## config.mk

```make
export PLATFORM = sky130hd
export DESIGN_NAME = rvsteel_spi_peripheral
export DESIGN_NICKNAME = d
export VERILOG_FILES = /design/src/rtl/rvsteel_spi_peripheral.sv
export SDC_FILE = /design/constraint.sdc
export NUM_CORES = 1
export LEC_CHECK = 0
export ABC_CLOCK_PERIOD_IN_PS = 1740
export CAP_MARGIN = 20
export CORE_UTILIZATION = 49
export CTS_BUF_LIST = sky130_fd_sc_hd__clkbuf_16
export DETAILED_ROUTE_END_ITERATION = 10
export PLACE_DENSITY = 0.75
export SYNTH_ARGS = -nofsm -noshare
export SYNTH_HDL_FRONTEND = slang
export SYNTH_SLANG_ARGS = --single-unit
```

## constraint.sdc

```tcl
create_clock -name clock -period 1.74 [get_ports clock]
set_clock_uncertainty 0.15 [all_clocks]
set_input_delay 0.522 -clock clock [delete_from_list [all_inputs] [get_ports clock]]
set_output_delay 0.522 -clock clock [all_outputs]
set_load 0.005 [all_outputs]
```

## src/rtl/rvsteel_spi_peripheral.sv

```systemverilog
// SPI peripheral (target) endpoint: oversamples sclk/cs/pico on the system clock, shifts a
// fabric-supplied word out on poci and delivers each received word with a one-cycle valid pulse.
module rvsteel_spi_peripheral #(
    parameter int unsigned DATA_WIDTH = 8,
    parameter bit          CPOL       = 1'b0,
    parameter bit          CPHA       = 1'b0
) (
    input  logic                  clock,
    input  logic                  reset,
    input  logic                  sclk,
    input  logic                  pico,
    input  logic                  cs,
    output logic                  poci,
    input  logic [DATA_WIDTH-1:0] tx_data,
    input  logic                  tx_valid,
    output logic                  tx_ready,
    output logic [DATA_WIDTH-1:0] rx_data,
    output logic                  rx_valid,
    output logic                  tx_underrun
);

    localparam int unsigned         CntWidth = $clog2(DATA_WIDTH);
    localparam logic [CntWidth-1:0] LastBit  = CntWidth'(DATA_WIDTH - 1);

    typedef enum logic [0:0] {StIdle, StActive} state_e;

    logic [1:0] sclk_sync, cs_sync, pico_sync;
    logic       sclk_prev, cs_prev;
    logic       sclk_s, cs_s, pico_s;
    logic       cs_fall, cs_rise, lead_edge, trail_edge, sample_ev, shift_ev;

    state_e state_q, state_d;
    logic   do_start, do_abort, do_sample, do_shift, do_complete, do_load;

    logic [CntWidth-1:0]   cnt_q;
    logic [DATA_WIDTH-1:0] nb_q, rx_shift_q, hold_q, load_word, nb_src;
    logic                  hold_full_q, tx_write;

    always_ff @(posedge clock or posedge reset) begin
        if (reset) begin
            sclk_sync <= {2{CPOL}};
            cs_sync   <= 2'b11;
            pico_sync <= 2'b00;
            sclk_prev <= CPOL;
            cs_prev   <= 1'b1;
        end else begin
            sclk_sync <= {sclk_sync[0], sclk};
            cs_sync   <= {cs_sync[0], cs};
            pico_sync <= {pico_sync[0], pico};
            sclk_prev <= sclk_sync[1];
            cs_prev   <= cs_sync[1];
        end
    end

    assign sclk_s = sclk_sync[1];
    assign cs_s   = cs_sync[1];
    assign pico_s = pico_sync[1];

    assign cs_fall    = cs_prev && !cs_s;
    assign cs_rise    = !cs_prev && cs_s;
    assign lead_edge  = (sclk_prev == CPOL) && (sclk_s != CPOL);
    assign trail_edge = (sclk_prev != CPOL) && (sclk_s == CPOL);
    assign sample_ev  = CPHA ? trail_edge : lead_edge;
    assign shift_ev   = CPHA ? lead_edge : trail_edge;

    always_ff @(posedge clock or posedge reset) begin
        if (reset) begin
            state_q <= StIdle;
        end else begin
            state_q <= state_d;
        end
    end

    always_comb begin
        state_d = state_q;
        unique case (state_q)
            StIdle:   if (cs_fall) state_d = StActive;
            StActive: if (cs_rise) state_d = StIdle;
            default:  state_d = StIdle;
        endcase
    end

    always_comb begin
        do_start  = 1'b0;
        do_abort  = 1'b0;
        do_sample = 1'b0;
        do_shift  = 1'b0;
        unique case (state_q)
            StIdle: begin
                do_start = cs_fall;
                // In mode CPHA=0 the MSB must be on poci before the first leading edge.
                do_shift = cs_fall && (CPHA == 1'b0);
            end
            StActive: begin
                do_abort  = cs_rise;
                do_sample = sample_ev && !cs_rise;
                do_shift  = shift_ev && !cs_rise;
            end
            default: ;
        endcase
    end

    assign do_complete = do_sample && (cnt_q == LastBit);
    assign do_load     = do_start || do_complete;
    assign load_word   = hold_full_q ? hold_q : '0;
    assign nb_src      = do_load ? load_word : nb_q;
    assign tx_write    = tx_valid && !hold_full_q;
    assign tx_ready    = !hold_full_q;

    always_ff @(posedge clock or posedge reset) begin
        if (reset) begin
            poci        <= 1'b0;
            nb_q        <= '0;
            rx_shift_q  <= '0;
            cnt_q       <= '0;
            rx_data     <= '0;
            rx_valid    <= 1'b0;
            tx_underrun <= 1'b0;
            hold_q      <= '0;
            hold_full_q <= 1'b0;
        end else begin
            rx_valid    <= do_complete;
            tx_underrun <= do_load && !hold_full_q;

            if (do_shift) begin
                poci <= nb_src[DATA_WIDTH-1];
                nb_q <= nb_src << 1;
            end else if (do_load) begin
                nb_q <= load_word;
            end

            if (do_sample) begin
                rx_shift_q <= {rx_shift_q[DATA_WIDTH-2:0], pico_s};
                cnt_q      <= do_complete ? '0 : cnt_q + 1'b1;
            end

            if (do_complete) begin
                rx_data <= {rx_shift_q[DATA_WIDTH-2:0], pico_s};
            end

            // A deselect drops the partial word; the holding register is left untouched.
            if (do_abort) begin
                poci       <= 1'b0;
                rx_shift_q <= '0;
                cnt_q      <= '0;
            end

            // An empty-register load coinciding with a write leaves the written word held.
            hold_full_q <= (hold_full_q && !do_load) || tx_write;
            if (tx_write) begin
                hold_q <= tx_data;
            end
        end
    end

endmodule

```

==> metrics.txt, run 1 <==
# TYPE chip_impl_metric gauge
chip_impl_info{name="outcome",value="complete, but fails checks"} 1
chip_impl_info{name="failed_checks",value="negative setup slack"} 1
chip_impl_metric{name="mappedNetlistArea",unit="um2"} 2060
chip_impl_info{name="root_buffer",value="sky130_fd_sc_hd__clkbuf_16"} 1
chip_impl_info{name="ys_top_cells_by_area",value="sky130_fd_sc_hd__dfrtp_1 (53%), sky130_fd_sc_hd__mux2_2 (8.7%), sky130_fd_sc_hd__mux2i_1 (3.9%), sky130_fd_sc_hd__dfstp_2 (3.8%), sky130_fd_sc_hd__a22o_1 (3.0%)"} 1
chip_impl_metric{name="clock_insertion_delay_worst_skew",unit="ns"} 0.28
chip_impl_metric{name="grt_first_pass_wirelength",unit="um"} 6890
chip_impl_metric{name="p_leak",unit="nW"} 1.27
chip_impl_metric{name="port_buffers",unit=""} 25
chip_impl_metric{name="timing.final.ws_setup",unit="ns"} -0.0720
chip_impl_info{name="grt_setup_unrepaired",value="true"} 1
chip_impl_metric{name="grtUsageTotal",unit="%"} 21.6
chip_impl_metric{name="power_after_layout",unit="mW"} 3.27
chip_impl_metric{name="max_stage_delay",unit="ns"} 0.39
chip_impl_metric{name="antenna_found_initial",unit=""} 0
chip_impl_metric{name="final-setup-viol-count",unit=""} 15
chip_impl_info{name="final_common_cell",value="sky130_fd_sc_hd__dfrtp_1"} 1
chip_impl_metric{name="die_height",unit="um"} 66.9
chip_impl_metric{name="first_iter_violations",unit=""} 61
chip_impl_metric{name="worstMarginPinSlew",unit="ns"} 0.544
chip_impl_metric{name="routed-via-count",unit=""} 1408
chip_impl_metric{name="pin_count_of_the_biggest_net_entering_global_routing",unit=""} 28
chip_impl_info{name="path_delay_family",value="flip-flops"} 1
chip_impl_metric{name="final_net_count",unit=""} 213
chip_impl_metric{name="htree_num_levels",unit=""} 2
chip_impl_metric{name="numClockSinks",unit=""} 47
chip_impl_metric{name="drtAntennaViolNets",unit=""} 0
chip_impl_metric{name="routabilityCongestion",unit=""} 0.787
chip_impl_metric{name="worst_ir_drop_vdd",unit="uV"} 593
chip_impl_metric{name="timing.max_cap.violations",unit=""} 0
chip_impl_info{name="yosys_most_used_dff",value="sky130_fd_sc_hd__dfrtp_1"} 1
chip_impl_metric{name="timing.critical_path.required",unit="ns"} 1.75
chip_impl_metric{name="rows",unit=""} 23
chip_impl_info{name="slowest_stage",value="sky130_fd_sc_hd__dfrtp_1"} 1
chip_impl_metric{name="synthesis.instances",unit=""} 150
chip_impl_metric{name="initial_core_util",unit="%"} 51.2
chip_impl_metric{name="global_route.overflow_total",unit=""} 0
chip_impl_metric{name="drc",unit=""} 0
chip_impl_info{name="worst_hold_path_type",value="flip-flop to flip-flop"} 1
chip_impl_metric{name="postSynthRegisterBits",unit=""} 47
chip_impl_metric{name="yosys_warnings",unit=""} 0
chip_impl_metric{name="design.core.area",unit="um2"} 4030
chip_impl_metric{name="dp_worst_setup_slack",unit="ns"} -0.184
chip_impl_metric{name="floorplan.die.width",unit="um"} 66.9
chip_impl_metric{name="grt_pass1_vias",unit=""} 1425
chip_impl_metric{name="timing.final.crit_share",unit="%"} 104
chip_impl_metric{name="r2r_setup_slack",unit="ns"} -0.07
chip_impl_metric{name="asyncSetResetFlopFracSynth",unit="%"} 100
chip_impl_info{name="crit_chain",value="ha_2, ha_4, and3b_2, buf_12, nand3_4, mux2_4"} 1
chip_impl_metric{name="drive_gt1_share",unit="%"} 39.4
chip_impl_info{name="synth_top_cell_by_area",value="sky130_fd_sc_hd__dfrtp_1"} 1
chip_impl_metric{name="netlist.area_leader.share",unit="%"} 53.3
chip_impl_metric{name="detail_route.first_pass.iterations",unit=""} 4
chip_impl_metric{name="syn-num-nets",unit=""} 166
chip_impl_metric{name="worst_slew_margin_rel",unit="%"} 63.5
chip_impl_metric{name="syn-mean-instance-area",unit="um2"} 13.8
chip_impl_metric{name="crit_path_max_fanout",unit=""} 5
chip_impl_metric{name="area_delta_synth_final",unit="%"} 35.8
chip_impl_metric{name="place.detailed.instances",unit=""} 231
chip_impl_metric{name="dp.final_hpwl",unit="um"} 2720
chip_impl_info{name="final_cell_mix",value="sky130_fd_sc_hd__dfrtp_1 (44), sky130_fd_sc_hd__buf_4 (19), sky130_fd_sc_hd__clkdlybuf4s50_1 (13), sky130_fd_sc_hd__dlygate4sd2_1 (12)"} 1
chip_impl_metric{name="synth-edff-count",unit=""} 0
chip_impl_metric{name="cts_made_buffers",unit=""} 5
chip_impl_metric{name="fmaxAchievable",unit="MHz"} 552
chip_impl_metric{name="cp.buffers_inverters",unit=""} 1
chip_impl_info{name="worst-setup-path-type",value="flip-flop to flip-flop"} 1
chip_impl_metric{name="i_o_pin_cnt",unit=""} 26
chip_impl_metric{name="report.final.hold_viol_count",unit=""} 0
chip_impl_metric{name="fin_cells",unit=""} 248
chip_impl_metric{name="synth_cell_types",unit=""} 35
chip_impl_metric{name="cts-root-to-sink-buffers",unit=""} 2
chip_impl_metric{name="overall_die_area",unit="um2"} 4480
chip_impl_metric{name="antennaDiodeCount",unit=""} 0
chip_impl_metric{name="maxSlewViolCount",unit=""} 0
chip_impl_metric{name="detail_route.wirelength",unit="um"} 4220
chip_impl_metric{name="ctsHoldBuffers",unit=""} 0
chip_impl_metric{name="worst_setup_hold_path_clk_slew",unit="ns"} 0.06
chip_impl_metric{name="synth_sequential_area_ratio",unit="%"} 57.2
chip_impl_info{name="cts_tree",value="done"} 1
chip_impl_metric{name="powerDensity",unit="nW/um2"} 1170
chip_impl_metric{name="vias_per_cell",unit=""} 5.68
chip_impl_metric{name="wl_per_cell",unit="um"} 17.0
chip_impl_metric{name="time_the_final_worst_path_needs_with_i_o_delays_and_setup",unit="ns"} 1.81
chip_impl_info{name="startpoint_type_of_the_worst_setup_path",value="flip-flop"} 1
chip_impl_metric{name="timing.critical_path.arrival",unit="ns"} 1.83
chip_impl_info{name="critPathCaptureType",value="flip-flop"} 1
per-stage QoR:
step | utilization [%] | hold WS, ns | TNS, ns | cell area, um2
floorplan | - | 0.181 | -0.128 | 2070
global placement | 60.6 | 0.184 | -1.69 | 2440
detailed placement | 60.6 | 0.190 | -2.45 | 2440
CTS | 67.8 | 0.204 | -0.691 | 2730
global route | 69.6 | 0.207 | -1.56 | 2800
finish | 69.6 | 0.200 | -0.644 | 2800
per-layer routing:
layer	global-route usage, %	share of wire, %	wire [um]
met1	26.2	43	1820
met4	9.31	2.2	93
met2	35.7	50	2120
met3	5.99	4.4	185
met5	0	0	0
power by group:
group	internal, mW	total (mW)	switching, mW
Clock	0.671	1.05	0.378
Sequential	1.32	1.50	0.183
Combinational	0.379	0.719	0.340
Total	2.37	3.27	0.901
state kept, by name, summed over array words and instances, names as in the netlist:
name         flops
cs_prev          1
sclk_prev        1
pico_sync        2
hold_q           8
poci             1
state_q          1
nb_q             8
rx_valid         1
rx_shift_q       7
tx_underrun      1
hold_full_q      1
rx_data          8
cs_sync          2
cnt_q            3
sclk_sync        2
worst register-to-register path: cells and delay by family (launching register included):
| family | cells | cell delay [ns] |
|---|---|---|
| muxes | 1 | 0.32 |
| and+or+nand+nor | 2 | 0.34 |
| buffers and inverters | 1 | 0.14 |
| adders and majority gates | 2 | 0.36 |
| DFF | 1 | 0.39 |
logic make-up (layout without fill, tap and decap cells):
logic type               Yosys count  after routing  share of synthesized area, %
AO/OA/AOI/OAI                     39             39                          16.4
adder cells (fa/ha/maj)            2              2                          1.21
buffers and inverters             14             61                          4.97
flip-flops                        47             47                          57.2
multiplexers                      24             24                          12.6
AND/OR/NAND/NOR                   24             25                          7.64
worst paths after layout:
path                                  to  cells after the start          from
setup / recovery              rx_data[1]                      6      cnt_q[1]
hold / removal              sclk_sync[1]                      0  sclk_sync[0]
setup reg to reg              rx_data[1]                      6      cnt_q[1]
hold reg to reg             sclk_sync[1]                      0  sclk_sync[0]
max in group asynchronous        nb_q[6]                      3         reset
min in group asynchronous  rx_shift_q[3]                      3         reset
cell usage after synthesis, types with 2 or more instances:
library cell,n
sky130_fd_sc_hd__inv_1,4
sky130_fd_sc_hd__clkbuf_1,2
sky130_fd_sc_hd__a22oi_2,4
sky130_fd_sc_hd__mux2i_1,8
sky130_fd_sc_hd__dfrtp_1,44
sky130_fd_sc_hd__buf_6,4
sky130_fd_sc_hd__dfstp_2,3
sky130_fd_sc_hd__mux2_2,16
sky130_fd_sc_hd__o21ai_0,2
sky130_fd_sc_hd__a22o_1,7
sky130_fd_sc_hd__a21oi_1,5
sky130_fd_sc_hd__a41oi_1,7
sky130_fd_sc_hd__nor2_1,2
sky130_fd_sc_hd__o211ai_2,2
sky130_fd_sc_hd__nor2b_1,5
sky130_fd_sc_hd__buf_2,3
sky130_fd_sc_hd__nand2_1,8
sky130_fd_sc_hd__o211ai_1,5
sky130_fd_sc_hd__a22oi_1,2
sky130_fd_sc_hd__ha_1,2
repair_timing:
action	4_1_cts	5_1_grt
setup endpoints to repair	29	24
cloned	1	0
resized for setup	24	14
setup buffers	6	2
pin swaps	2	1
cell type report:
| cell class | count | area [um2] |
|---|---|---|
| clock buffer | 5 | 125 |
| clock inverter | 3 | 41.3 |
| fill | 258 | 1220 |
| inverter | 4 | 18.8 |
| multi-input combinational | 90 | 916 |
| sequential | 47 | 1180 |
| tap | 50 | 62.6 |
| timing repair buffer | 49 | 460 |
Note: power is estimated with default switching activity, not from simulation.
==> inputs of run 2 (changes only) <==
--- a/config.mk
+++ b/config.mk
@@ -7,10 +7,10 @@
 export LEC_CHECK = 0
 export ABC_CLOCK_PERIOD_IN_PS = 1740
 export CAP_MARGIN = 20
-export CORE_UTILIZATION = 49
+export CORE_UTILIZATION = 30
 export CTS_BUF_LIST = sky130_fd_sc_hd__clkbuf_16
 export DETAILED_ROUTE_END_ITERATION = 10
-export PLACE_DENSITY = 0.75
+export SLEW_MARGIN = 20
 export SYNTH_ARGS = -nofsm -noshare
 export SYNTH_HDL_FRONTEND = slang
 export SYNTH_SLANG_ARGS = --single-unit
==> run 2 against run 1 <==
Net effect:
- the run still ends with negative setup slack left
- clock power rose by 15%
- critical path depth down 1
- cell area down 3.2%
- sequential power is essentially flat
- wire length decreased by 14%
- critical endpoint unchanged
- largest cell class unchanged
- highest routed layer unchanged
==> metrics.txt, run 2 (synthesis results as in run 1) <==
# TYPE chip_impl_metric gauge
chip_impl_metric{name="final-setup-viol-count",unit=""} 9
chip_impl_info{name="final_common_cell",value="sky130_fd_sc_hd__dfrtp_1"} 1
chip_impl_metric{name="vias_per_cell",unit=""} 5.00
chip_impl_metric{name="port_buffers",unit=""} 25
chip_impl_metric{name="ctsHoldBuffers",unit=""} 0
chip_impl_metric{name="worstMarginPinSlew",unit="ns"} 0.535
chip_impl_info{name="startpoint_type_of_the_worst_setup_path",value="flip-flop"} 1
chip_impl_info{name="root_buffer",value="sky130_fd_sc_hd__clkbuf_16"} 1
chip_impl_info{name="worst_hold_path_type",value="flip-flop to flip-flop"} 1
chip_impl_metric{name="worst_slew_margin_rel",unit="%"} 64.1
chip_impl_metric{name="routed-via-count",unit=""} 1346
chip_impl_metric{name="final_net_count",unit=""} 207
chip_impl_metric{name="intPower",unit="mW"} 2.49
chip_impl_metric{name="floorplan.die.width",unit="um"} 85.0
chip_impl_metric{name="post_route_design_area",unit="um2"} 2720
chip_impl_metric{name="global_route.overflow_total",unit=""} 0
chip_impl_metric{name="net-switching-power",unit="mW"} 0.852
chip_impl_metric{name="r2r_setup_slack",unit="ns"} -0.02
chip_impl_info{name="top_regs",value="hold_q (8), nb_q (8), rx_data (8)"} 1
chip_impl_metric{name="drtAntennaViolNets",unit=""} 0
chip_impl_info{name="grt_setup_unrepaired",value="true"} 1
chip_impl_metric{name="cts-root-to-sink-buffers",unit=""} 2
chip_impl_metric{name="detail_route.wirelength",unit="um"} 3620
chip_impl_metric{name="rows",unit=""} 29
chip_impl_metric{name="detail_route.first_pass.iterations",unit=""} 6
chip_impl_info{name="critPathCaptureType",value="flip-flop"} 1
chip_impl_metric{name="powerDensity",unit="nW/um2"} 1230
chip_impl_metric{name="i_o_pin_cnt",unit=""} 26
chip_impl_metric{name="timing.max_cap.violations",unit=""} 0
chip_impl_metric{name="detailed_place.area",unit="um2"} 2450
chip_impl_metric{name="timing.critical_path.required",unit="ns"} 1.75
chip_impl_metric{name="antenna_found_initial",unit=""} 0
chip_impl_metric{name="timing.critical_path.arrival",unit="ns"} 1.77
chip_impl_metric{name="p_leak",unit="nW"} 1.22
chip_impl_metric{name="worst_ir_drop_vdd",unit="uV"} 481
chip_impl_metric{name="grt_pass1_vias",unit=""} 1255
chip_impl_metric{name="routabilityCongestion",unit=""} 0.732
chip_impl_metric{name="totalNegativeSetupSlack",unit="ns"} -0.0800
chip_impl_metric{name="time_the_final_worst_path_needs_with_i_o_delays_and_setup",unit="ns"} 1.76
chip_impl_metric{name="drive_gt1_share",unit="%"} 33.9
chip_impl_metric{name="antennaDiodeCount",unit=""} 0
chip_impl_metric{name="report.final.hold_viol_count",unit=""} 0
chip_impl_metric{name="grt_first_pass_wirelength",unit="um"} 6150
chip_impl_info{name="outcome",value="complete, but fails checks"} 1
chip_impl_metric{name="clock_insertion_delay_worst_skew",unit="ns"} 0.28
chip_impl_info{name="worst-setup-path-type",value="flip-flop to flip-flop"} 1
chip_impl_metric{name="timing.final.ws_setup",unit="ns"} -0.0154
chip_impl_metric{name="area_delta_synth_final",unit="%"} 31.5
chip_impl_metric{name="wl_per_cell",unit="um"} 13.4
chip_impl_metric{name="p_comb_share",unit="%"} 19.1
chip_impl_metric{name="crit_path_max_fanout",unit=""} 10
chip_impl_metric{name="power.share.switching",unit="%"} 25.5
chip_impl_metric{name="die_height",unit="um"} 85.0
chip_impl_metric{name="fillers",unit=""} 603
chip_impl_metric{name="grtUsageTotal",unit="%"} 10.7
chip_impl_metric{name="first_iter_violations",unit=""} 155
chip_impl_metric{name="dp.final_hpwl",unit="um"} 2400
chip_impl_info{name="cts_tree",value="done"} 1
chip_impl_metric{name="drc",unit=""} 0
chip_impl_metric{name="cts_made_buffers",unit=""} 5
chip_impl_metric{name="pin_count_of_the_biggest_net_entering_global_routing",unit=""} 48
chip_impl_info{name="final_cell_mix",value="sky130_fd_sc_hd__dfrtp_1 (44), sky130_fd_sc_hd__buf_4 (17), sky130_fd_sc_hd__mux2_2 (14), sky130_fd_sc_hd__clkdlybuf4s50_1 (13), sky130_fd_sc_hd__dlygate4sd2_1 (12)"} 1
chip_impl_metric{name="maxSlewViolCount",unit=""} 0
chip_impl_metric{name="timing.final.crit_share",unit="%"} 101
chip_impl_metric{name="sequentialPowerShare",unit="%"} 44.7
chip_impl_metric{name="design.core.area",unit="um2"} 6490
chip_impl_metric{name="htree_num_levels",unit=""} 2
chip_impl_metric{name="initial_core_util",unit="%"} 31.8
chip_impl_metric{name="overall_die_area",unit="um2"} 7220
chip_impl_metric{name="fmaxAchievable",unit="MHz"} 570
chip_impl_metric{name="numClockSinks",unit=""} 47
chip_impl_info{name="failed_checks",value="negative setup slack"} 1
chip_impl_metric{name="worst_setup_hold_path_clk_slew",unit="ns"} 0.06
chip_impl_metric{name="pwr-share-clk",unit="%"} 36.2
-- run 2: final timing paths --
check,from,endpoint,depth (start not counted)
min reg2reg,sclk_sync[0],sclk_sync[1],0
max,cnt_q[0],rx_data[1],5
max reg2reg,cnt_q[0],rx_data[1],5
min,sclk_sync[0],sclk_sync[1],0
max in group asynchronous,reset,cs_sync[0],3
min in group asynchronous,reset,sclk_sync[1],3
-- run 2: timing repair --
action,in CTS,in global routing
pin swaps,1,1
endpoints found under the setup margin,27,20
endpoints found under the hold margin,0,0
buffers inserted,4,2
cloned,0,0
gates resized for setup,16,4
-- run 2: layer usage --
metal | vias up | track usage [%] | share of wire [%]
met5 | - | 0 | 0
met4 | 0 | 3.70 | 1.0
met3 | 2 | 2.14 | 2.5
met2 | 26 | 15.4 | 44
met1 | 675 | 16.1 | 52
li1 | 643 | - | -
-- run 2: layout make-up --
cell class	count	area, um2	area share, %
Clock inverter	3	67.6	2.49
Sequential cell	47	1180	43.5
Tap cell	77	96.3	3.55
Multi-Input combinational cell	89	825	30.4
Clock buffer	5	125	4.61
Timing Repair Buffer	44	403	14.8
Inverter	4	18.8	0.691
-- run 2: power groups by stage --
| stage | Sequential, mW | Combinational [mW] | Clock [mW] |
|---|---|---|---|
| 6_report | 1.49 | 0.639 | 1.21 |
| 5_1_grt | 1.53 | 0.708 | 1.29 |
| 4_1_cts | 1.49 | 0.639 | 1.24 |
| 3_5_place_dp | 1.51 | 0.640 | 0 |
| 3_3_place_gp | 1.51 | 0.626 | 0 |
| 2_1_floorplan | 1.45 | 0.465 | 0 |
-- run 2: metrics by stage --
stage                     setup slack [ns]  std cells  hold WS, ns  utilization [%]  total power, mW
final                              -0.0154        269        0.201             41.8             3.34
after global routing                -0.103        269        0.217             41.8             3.52
after CTS                          -0.0270        267        0.201             41.3             3.37
after detailed placement            -0.155        255        0.186             37.8             2.15
after global placement              -0.139        255        0.183             37.8             2.13
after floorplan                    -0.0377        150        0.181                -             1.92
-- run 2: critical path, cell delays in order, from the launching register on --
cell,delay [ns]
sky130_fd_sc_hd__dfrtp_1,0.38
sky130_fd_sc_hd__ha_2,0.20
sky130_fd_sc_hd__ha_4,0.15
sky130_fd_sc_hd__and3b_2,0.23
sky130_fd_sc_hd__nand3_4,0.18
sky130_fd_sc_hd__mux2_2,0.35
